<file path="config.mk">
export PLATFORM = sky130hd
export DESIGN_NAME = ballot_arbiter
export DESIGN_NICKNAME = d
export VERILOG_FILES = /design/src/rtl/ballot_pkg.sv /design/src/rtl/rr_arbiter.sv /design/src/rtl/ballot_arbiter.sv
export SDC_FILE = /design/constraint.sdc
export NUM_CORES = 1
export LEC_CHECK = 0
export BUFFER_PORTS_ARGS = -buffer_cell sky130_fd_sc_hd__buf_2
export CORE_MARGIN = 2
export CORE_UTILIZATION = 58
export CTS_CLUSTER_SIZE = 16
export DETAILED_ROUTE_END_ITERATION = 10
export PLACE_DENSITY = 0.81
export SYNTH_ARGS = -nofsm -noshare
export SYNTH_HDL_FRONTEND = slang
export SYNTH_SLANG_ARGS = --single-unit
</file>
<file path="constraint.sdc">
create_clock -name clk -period 4.48 [get_ports clk]
set_clock_uncertainty 0.05 [all_clocks]
set_input_delay 0.224 -clock clk [delete_from_list [all_inputs] [get_ports clk]]
set_output_delay 0.224 -clock clk [all_outputs]
set_load 0.02 [all_outputs]
</file>
<file path="src/rtl/ballot_pkg.sv">
// Shared definitions for the ballot arbiter: session states, candidate id width
// and default sizing.
package ballot_pkg;

    localparam int CAND_ID_W      = 2;
    localparam int DEF_NUM_BOOTHS = 4;
    localparam int DEF_NUM_CAND   = 3;
    localparam int DEF_CNT_W      = 6;

    typedef enum logic [1:0] {
        S_IDLE   = 2'b00,
        S_OPEN   = 2'b01,
        S_DRAIN  = 2'b10,
        S_RESULT = 2'b11
    } state_t;

endpackage

</file>
<file path="src/rtl/rr_arbiter.sv">
// Combinational round-robin picker: the first set request at or after ptr,
// wrapping at N. The pointer register lives in the parent.
module rr_arbiter #(
    parameter int N     = 4,
    parameter int IDX_W = (N > 1) ? $clog2(N) : 1
) (
    input  logic [N-1:0]     req,
    input  logic [IDX_W-1:0] ptr,
    output logic [N-1:0]     grant,
    output logic [IDX_W-1:0] grant_idx,
    output logic             any_grant
);

    int j;

    always_comb begin
        grant     = '0;
        grant_idx = '0;
        any_grant = 1'b0;
        j         = 0;
        for (int i = 0; i < N; i++) begin
            j = int'(ptr) + i;
            if (j >= N) begin
                j = j - N;
            end
            if (!any_grant && req[j]) begin
                grant[j]  = 1'b1;
                grant_idx = IDX_W'(j);
                any_grant = 1'b1;
            end
        end
    end

endmodule

</file>
<file path="src/rtl/ballot_arbiter.sv">
// Election session controller: shares one set of saturating candidate tallies
// between several booths using a round-robin grant and one vote per press.
module ballot_arbiter
    import ballot_pkg::*;
#(
    parameter int NUM_BOOTHS = DEF_NUM_BOOTHS,
    parameter int NUM_CAND   = DEF_NUM_CAND,
    parameter int CNT_W      = DEF_CNT_W
) (
    input  logic                            clk,
    input  logic                            rst,
    input  logic                            i_open,
    input  logic                            i_close,
    input  logic [NUM_BOOTHS-1:0]           i_booth_req,
    input  logic [CAND_ID_W*NUM_BOOTHS-1:0] i_booth_cand,
    output logic [NUM_BOOTHS-1:0]           o_booth_ack,
    output logic                            o_invalid,
    output logic [1:0]                      o_state,
    output logic                            o_result_valid,
    output logic [CNT_W*NUM_CAND-1:0]       o_count,
    output logic                            o_overflow
);

    localparam int PTR_W = $clog2(NUM_BOOTHS);
    localparam logic [CNT_W-1:0] CNT_MAX = {CNT_W{1'b1}};

    state_t                             state;
    logic [NUM_BOOTHS-1:0]              armed;
    logic [PTR_W-1:0]                   ptr;
    logic [NUM_CAND-1:0][CNT_W-1:0]     tally;
    logic [NUM_CAND-1:0][CNT_W-1:0]     result;
    logic [NUM_BOOTHS-1:0]              eligible;
    logic [NUM_BOOTHS-1:0]              grant;
    logic [PTR_W-1:0]                   grant_idx;
    logic                               any_grant;
    logic [CAND_ID_W-1:0]               sel_cand;
    logic                               cand_valid;
    logic [PTR_W-1:0]                   next_ptr;

    // A close in the same cycle suppresses grants so the drain starts clean.
    assign eligible = i_booth_req & armed
                    & {NUM_BOOTHS{(state == S_OPEN) && !i_close}};

    rr_arbiter #(
        .N     (NUM_BOOTHS),
        .IDX_W (PTR_W)
    ) u_rr (
        .req       (eligible),
        .ptr       (ptr),
        .grant     (grant),
        .grant_idx (grant_idx),
        .any_grant (any_grant)
    );

    always_comb begin
        sel_cand = '0;
        for (int b = 0; b < NUM_BOOTHS; b++) begin
            if (grant[b]) begin
                sel_cand = i_booth_cand[b*CAND_ID_W +: CAND_ID_W];
            end
        end
        cand_valid = int'(sel_cand) < NUM_CAND;
        next_ptr   = (int'(grant_idx) == NUM_BOOTHS - 1) ? '0 : grant_idx + 1'b1;
    end

    always_ff @(posedge clk) begin
        if (rst) begin
            state       <= S_IDLE;
            armed       <= '1;
            ptr         <= '0;
            tally       <= '0;
            result      <= '0;
            o_booth_ack <= '0;
            o_invalid   <= 1'b0;
            o_overflow  <= 1'b0;
        end else begin
            o_booth_ack <= grant;
            o_invalid   <= any_grant && !cand_valid;
            // A released button re-arms its booth, so a held press counts once.
            armed       <= (armed & ~grant) | ~i_booth_req;
            if (any_grant) begin
                ptr <= next_ptr;
            end
            case (state)
                S_IDLE, S_RESULT: begin
                    if (i_open) begin
                        state      <= S_OPEN;
                        tally      <= '0;
                        o_overflow <= 1'b0;
                    end
                end
                S_OPEN: begin
                    if (i_close) begin
                        state <= S_DRAIN;
                    end else if (any_grant && cand_valid) begin
                        for (int c = 0; c < NUM_CAND; c++) begin
                            if (sel_cand == CAND_ID_W'(c)) begin
                                if (tally[c] == CNT_MAX) begin
                                    o_overflow <= 1'b1;
                                end else begin
                                    tally[c] <= tally[c] + 1'b1;
                                end
                            end
                        end
                    end
                end
                S_DRAIN: begin
                    result <= tally;
                    state  <= S_RESULT;
                end
                default: state <= S_IDLE;
            endcase
        end
    end

    assign o_state        = state;
    assign o_result_valid = (state == S_RESULT);
    assign o_count        = (state == S_RESULT) ? result : '0;

endmodule

</file>
* After elaboration in Yosys (flattened, before gate mapping)
Index checks and enable logic that the tools add are counted.
Widths: inputs -> output; s select.
** Operators by class
- Add/subtract/negate cells :: 11
- $lt $le $gt $ge :: 13
- Equality and inequality tests :: 19
- Bitwise gates (word level) :: 9
- Reduce and logical (&&, ||, !) cells :: 24
- Muxes and demuxes :: 65
** Operators by type and width (number)
- $ge 32x1->1 const B :: 4
- $lt 32x4->1 const B :: 4
- $mux 32 :: 4
- $ge 32x4->1 const B :: 3
- $sub 32x4->32 const B :: 3
- $mux 18 :: 4
- $mux 6 :: 6
- $pmux 18 s2 :: 1
- $mux 1 :: 25
- $mux 2 :: 11
- $add 6x1->6 const B :: 3
- $eq 6x6->1 const B :: 3
- $reduce_and 6->1 :: 3
- $mux 4 :: 4
- $or 4x4->4 :: 4
- $and 4x4->4 :: 3
- $ne 2x2->1 const B :: 6
- $logic_and 1x1->1 :: 10
- $bmux 1 s2 :: 4
- $demux 1 s2 :: 4
- $ne 2x1->1 const B :: 4
- $not 4->4 :: 2
- $add 2x2->3 const B :: 2
- $eq 2x1->1 const B :: 3
- 14 further kinds :: 21
** Storage, ports and cells
- Register bits after elaboration :: 50
- Input port bits :: 16
- Output and inout bits :: 27
- Word-level logic and storage cells :: 153

* Depth between registers and ports, before layout
- Depth after elaboration :: 29
- Mapped depth :: 15

* Cells and area by module
Synthesis repeated with hierarchy kept, for this count alone.
** Second synthesis, totals
- Cells, all modules :: 328
- Area, all modules :: 3007.9 um2
** By module, submodules not included
- ballot_arbiter :: cells each 280, area an instance 2551.2 um2, times used 1
- rr_arbiter :: cells each 48, area an instance 456.7 um2, times used 1

* Least setup slack after synthesis
Ideal clock, no wire load.
- Path type :: register to register
- Start point :: register state[1], in the netlist o_state[1]
- End point :: register tally[14] (netlist name)
- Path slack :: 800 ps
- Data arrival time :: 3559 ps
- Stages on the path, launching flop included :: 15
- Clock period less this slack :: 3680 ps
- Buffers on the path :: 2
- Library setup time :: 71 ps
- Path through :: dfxtp_1 -> inv_1 -> ha_1 -> buf_4 -> and4b_4 -> mux4_2 -> and3_4 -> a22o_1 -> a221o_1 -> and2_4 -> or2_1 -> buf_4 -> nor3_4 -> mux2_1 -> a21oi_1
** Between the ends
- Longest elaborated chain between the ends :: 24
** Ends and longest elaborated chain
- start, declared :: RTL line ballot_arbiter.sv:27 : state_t state;
- start signal, assigned :: RTL line ballot_arbiter.sv:68 : state <= S_IDLE;
- start signal, assigned :: RTL line ballot_arbiter.sv:87 : state <= S_OPEN;
- start signal, assigned :: RTL line ballot_arbiter.sv:94 : state <= S_DRAIN;
- $eq 2x1->1 :: RTL line ballot_arbiter.sv:42, ballot_arbiter.sv:84
- $logic_and 1x1->1 :: RTL line ballot_arbiter.sv:42 : & {NUM_BOOTHS{(state == S_OPEN) && !i_close}};
- $and 4x4->4 :: RTL line ballot_arbiter.sv:42
- $bmux 1 s2 :: RTL line rr_arbiter.sv:26 : if (!any_grant && req[j]) begin
- $mux 1 (implied by the code) (2 in a row) :: RTL line rr_arbiter.sv:26
- $mux 1 :: RTL line rr_arbiter.sv:26
- $logic_not 1->1 :: RTL line rr_arbiter.sv:26
- $logic_and 1x1->1 :: RTL line rr_arbiter.sv:26
- [... 4 more ...]
- $logic_not 1->1 :: RTL line rr_arbiter.sv:26
- $logic_and 1x1->1 :: RTL line rr_arbiter.sv:26
- $mux 4 :: RTL line rr_arbiter.sv:26
- $mux 2 (4 in a row) :: RTL line ballot_arbiter.sv:58 : if (grant[b]) begin
- $lt 2x2->1 :: RTL line ballot_arbiter.sv:62 : cand_valid = int'(sel_cand) < NUM_CAND;
- $logic_and 1x1->1 :: RTL line ballot_arbiter.sv:95 : end else if (any_grant && cand_valid) begin
- $ne 2x1->1 (no source line)
- $reduce_and 6->1 (no source line)
- end signal, assigned by index :: RTL line ballot_arbiter.sv:101 : tally[c] <= tally[c] + 1'b1;
- end, declared :: RTL line ballot_arbiter.sv:30 : logic [NUM_CAND-1:0][CNT_W-1:0] tally;
Several ways; a longest one is shown, not always the timed one. The select of a mux whose other input is x is not followed.
A chain may end at the register's enable or synchronous reset.

==> impl_metrics.env <==
export IMPL_p_seq_share_pct=32.0
export IMPL_cap_violations=0
export IMPL_leakage_nw=1.44
export IMPL_critical_path_arrival_ns=4.30
export IMPL_path_cells="inv_2 > ha_1 > nor2b_1 > a22oi_1 > nand2_1 > a22o_1 > a221oi_1 > o21a_1 > a22oi_4 > nor3_4 > mux2_1 > a21oi_1"
export IMPL_syn_nets=395
export IMPL_grt_first_pass_wirelength_um=12300
export IMPL_required_ns=4.66
export IMPL_power_density_mw_per_mm2=469
export IMPL_clk_pin_slew_ns=0.09
export IMPL_antenna_found_initial=0
export IMPL_routabilityCongestion=0.921
export IMPL_rsz0062_at_grt="false"
export IMPL_worstMarginPinSlew_ns=1.08
export IMPL_multi_input_area_mm2=0.00194
export IMPL_root_buffer="clkbuf_8"
export IMPL_drtIter0Drc=241
export IMPL_dr_total_vias=2840
export IMPL_synth_avg_cell_area_um2=8.40
export IMPL_yosys_area_top_type="dfxtp_1"
export IMPL_std_cell_rows=26
export IMPL_track_usage_pct=25.3
export IMPL_critPathKind="reg2reg"
export IMPL_path_buf_inv=1
export IMPL_clockBufferDepth=2
export IMPL_design_area_mm2=0.00342
export IMPL_end_kind="register"
export IMPL_diodes=0
export IMPL_setup_violations=0
export IMPL_synthFlopType="dfxtp_1"
export IMPL_ff_latch_area_mm2=0.00100
export IMPL_min_period_over_period_pct=92.0
export IMPL_grt_overflow=0
export IMPL_post_drt_via_cell_ratio=6.03
export IMPL_syn_instance_count=366
export IMPL_p_comb_share_pct=49.9
export IMPL_peakVddDrop_mv=0.498
export IMPL_fin_crit_ns=4.12
export IMPL_hold_viol=0
export IMPL_clk_latency_ns=0.30
export IMPL_fmax_ghz=0.243
export IMPL_crit_fanout=14
export IMPL_synth_area_top_cells="dfxtp_1 33%, mux2i_1 6.8%, nor2_1 5.5%"
export IMPL_status="completed"
export IMPL_post_cts_buffers=0
export IMPL_slowest_stage="dfxtp_1"
export IMPL_numPortBuffers=42
export IMPL_p_clk_share_pct=18.2
export IMPL_post_cts_resize_count=0
export IMPL_dieWidth_um=76.8
export IMPL_tns_ns=0
export IMPL_seq_area_frac_synth_pct=32.6
export IMPL_initial_core_util_pct=60.2
export IMPL_core_area_mm2=0.00511
export IMPL_drc_errors=0
export IMPL_holdBufCountCts=0
export IMPL_yosysTopAreaCellShare_pct=32.6
export IMPL_synth_seq_cells=50
export IMPL_final_antenna_net_count=0
export IMPL_min_path_type="in2reg"
export IMPL_cts_tree="done"
export IMPL_slew_viol_final=0
export IMPL_wirelength_um=7200
export IMPL_critPathTopFamily="compound AO/OA/AOI/OAI gates"
export IMPL_setup_slack_ns=0.357
export IMPL_wl_per_cell_um=15.3
export IMPL_die_height_um=76.8
export IMPL_utilization_pct=67.0
export IMPL_holdWs_ns=0.101
export IMPL_drive_above_1_share_pct=18.2
export IMPL_syn_area_mm2=0.00307
export IMPL_die_area_mm2=0.00590
export IMPL_h_tree_depth=2
export IMPL_numCtsBuffers=5
export IMPL_relSlewSlack_pct=27.9
export IMPL_ys_types=68
export IMPL_fill_cells=447
export IMPL_grt_pass1_vias=2606
export IMPL_grt_max_degree=46
export IMPL_final_nets=429
export IMPL_pre_cts_slack_ns=0.450
export IMPL_yosys_warnings=0
export IMPL_area_growth_pct=11.4
export IMPL_synthArstFlopShare_pct=0
export IMPL_first_pass_iters=5
export IMPL_swShare_pct=44.2
export IMPL_start_kind="register"
export IMPL_synth_edf_count=0
export IMPL_hpwl_um=5330
export IMPL_ios=43
export IMPL_intPower_mw=0.896
export IMPL_max_stage_delay_ns=0.63
export IMPL_post_dp_cell_area_mm2=0.00332
export IMPL_clock_sinks=50
export IMPL_p_switching_mw=0.708
-- state kept, by name, indices dropped and copies added (netlist names), named ones only --
register and flops:
result 18, tally 18, armed 4, o_booth_ack 4, o_state 2, o_invalid 1
o_overflow 1, ptr 1
-- per-layer routing --
metal  up-vias  wire length, um  part of all wire (%)  global-route usage (%)
li1       1392                -                     -                       -
met1      1329             3410                    47                    34.7
met2       109             3330                    46                    40.5
met3        10              369                   5.1                    4.82
met4         0               96                   1.3                    7.45
met5         -                0                     0                       0
-- cell usage after synthesis, types with 3 or more instances --
cell      instances
a21oi_1          24
and2_1           21
and3_1            7
buf_4             3
clkbuf_1         14
dfxtp_1          50
ha_1             13
inv_1            12
mux2i_1          21
nand2_1          27
nand2b_1          4
nand3_1           9
nand3b_1          4
nand4_1          11
nand4b_1          5
nor2_1           45
nor3_1            3
o211ai_1          5
o21ai_0          14
or3_1             5
or4_1             4
-- final timing paths --
path / from / endpoint / slack, ns / depth (start not counted)
setup reg to reg: register / tally[14] / 0.36 / 12
hold reg to reg: result[2] / result[2] / 0.44 / 2
setup / recovery: register / tally[14] / 0.36 / 12
hold / removal: i_booth_req[1] / armed[1] / 0.10 / 2
-- through the flow --
step / instances / power, mW
after floorplan: 366 / 1.13
after global placement: 463 / 1.29
after detailed placement: 463 / 1.30
after CTS: 471 / 1.60
after global routing: 471 / 1.70
final: 471 / 1.60
-- power by group through the flow --
| stage | logic (mW) | clock network (mW) | registers, mW |
|---|---|---|---|
| 4_1_cts | 0.785 | 0.300 | 0.512 |
| 2_1_floorplan | 0.607 | 0 | 0.527 |
| 5_1_grt | 0.874 | 0.313 | 0.518 |
| 3_3_place_gp | 0.773 | 0 | 0.521 |
| 3_5_place_dp | 0.781 | 0 | 0.523 |
| 6_report | 0.800 | 0.292 | 0.513 |
-- worst reg2reg max path, cell delays in order, from the launching register on --
cell and delay [ns]:
dfxtp_1 0.63, inv_2 0.07, ha_1 0.41, nor2b_1 0.19, a22oi_1 0.37, nand2_1 0.15, a22o_1 0.26, a221oi_1 0.60
o21a_1 0.28, a22oi_4 0.11, nor3_4 0.40, mux2_1 0.36, a21oi_1 0.15
-- cell usage in the layout, fill, tap and decap left out, types with 9 or more instances in the layout --
cell type / netlist / final
mux2i_1: 21 / 21
inv_1: 12 / 12
nand4_1: 11 / 11
o21ai_0: 14 / 14
nand2_1: 27 / 27
dfxtp_1: 50 / 50
ha_1: 13 / 13
nor2_1: 45 / 45
and2_1: 21 / 21
nand3_1: 9 / 9
buf_2: 1 / 42
a21oi_1: 24 / 24
-- logic make-up after synthesis --
family	after synthesis	share of synthesized area, %
fa+ha+maj	13	5.29
flops	50	32.6
mux	24	8.67
simple gates	162	28.8
compound gates	82	19.5
buf+inv	32	4.31
xor+xnor	3	0.855
-- final cells by class --
cell class | count | share of cell area (%)
well taps | 70 | 2.56
inverters | 13 | 1.43
clock inverters | 1 | 0.256
flip-flops and latches | 50 | 29.2
multi-input cells | 284 | 56.7
repair buffers | 46 | 7.02
clock buffers | 7 | 2.81
Note: power is estimated with default switching activity, not from simulation.
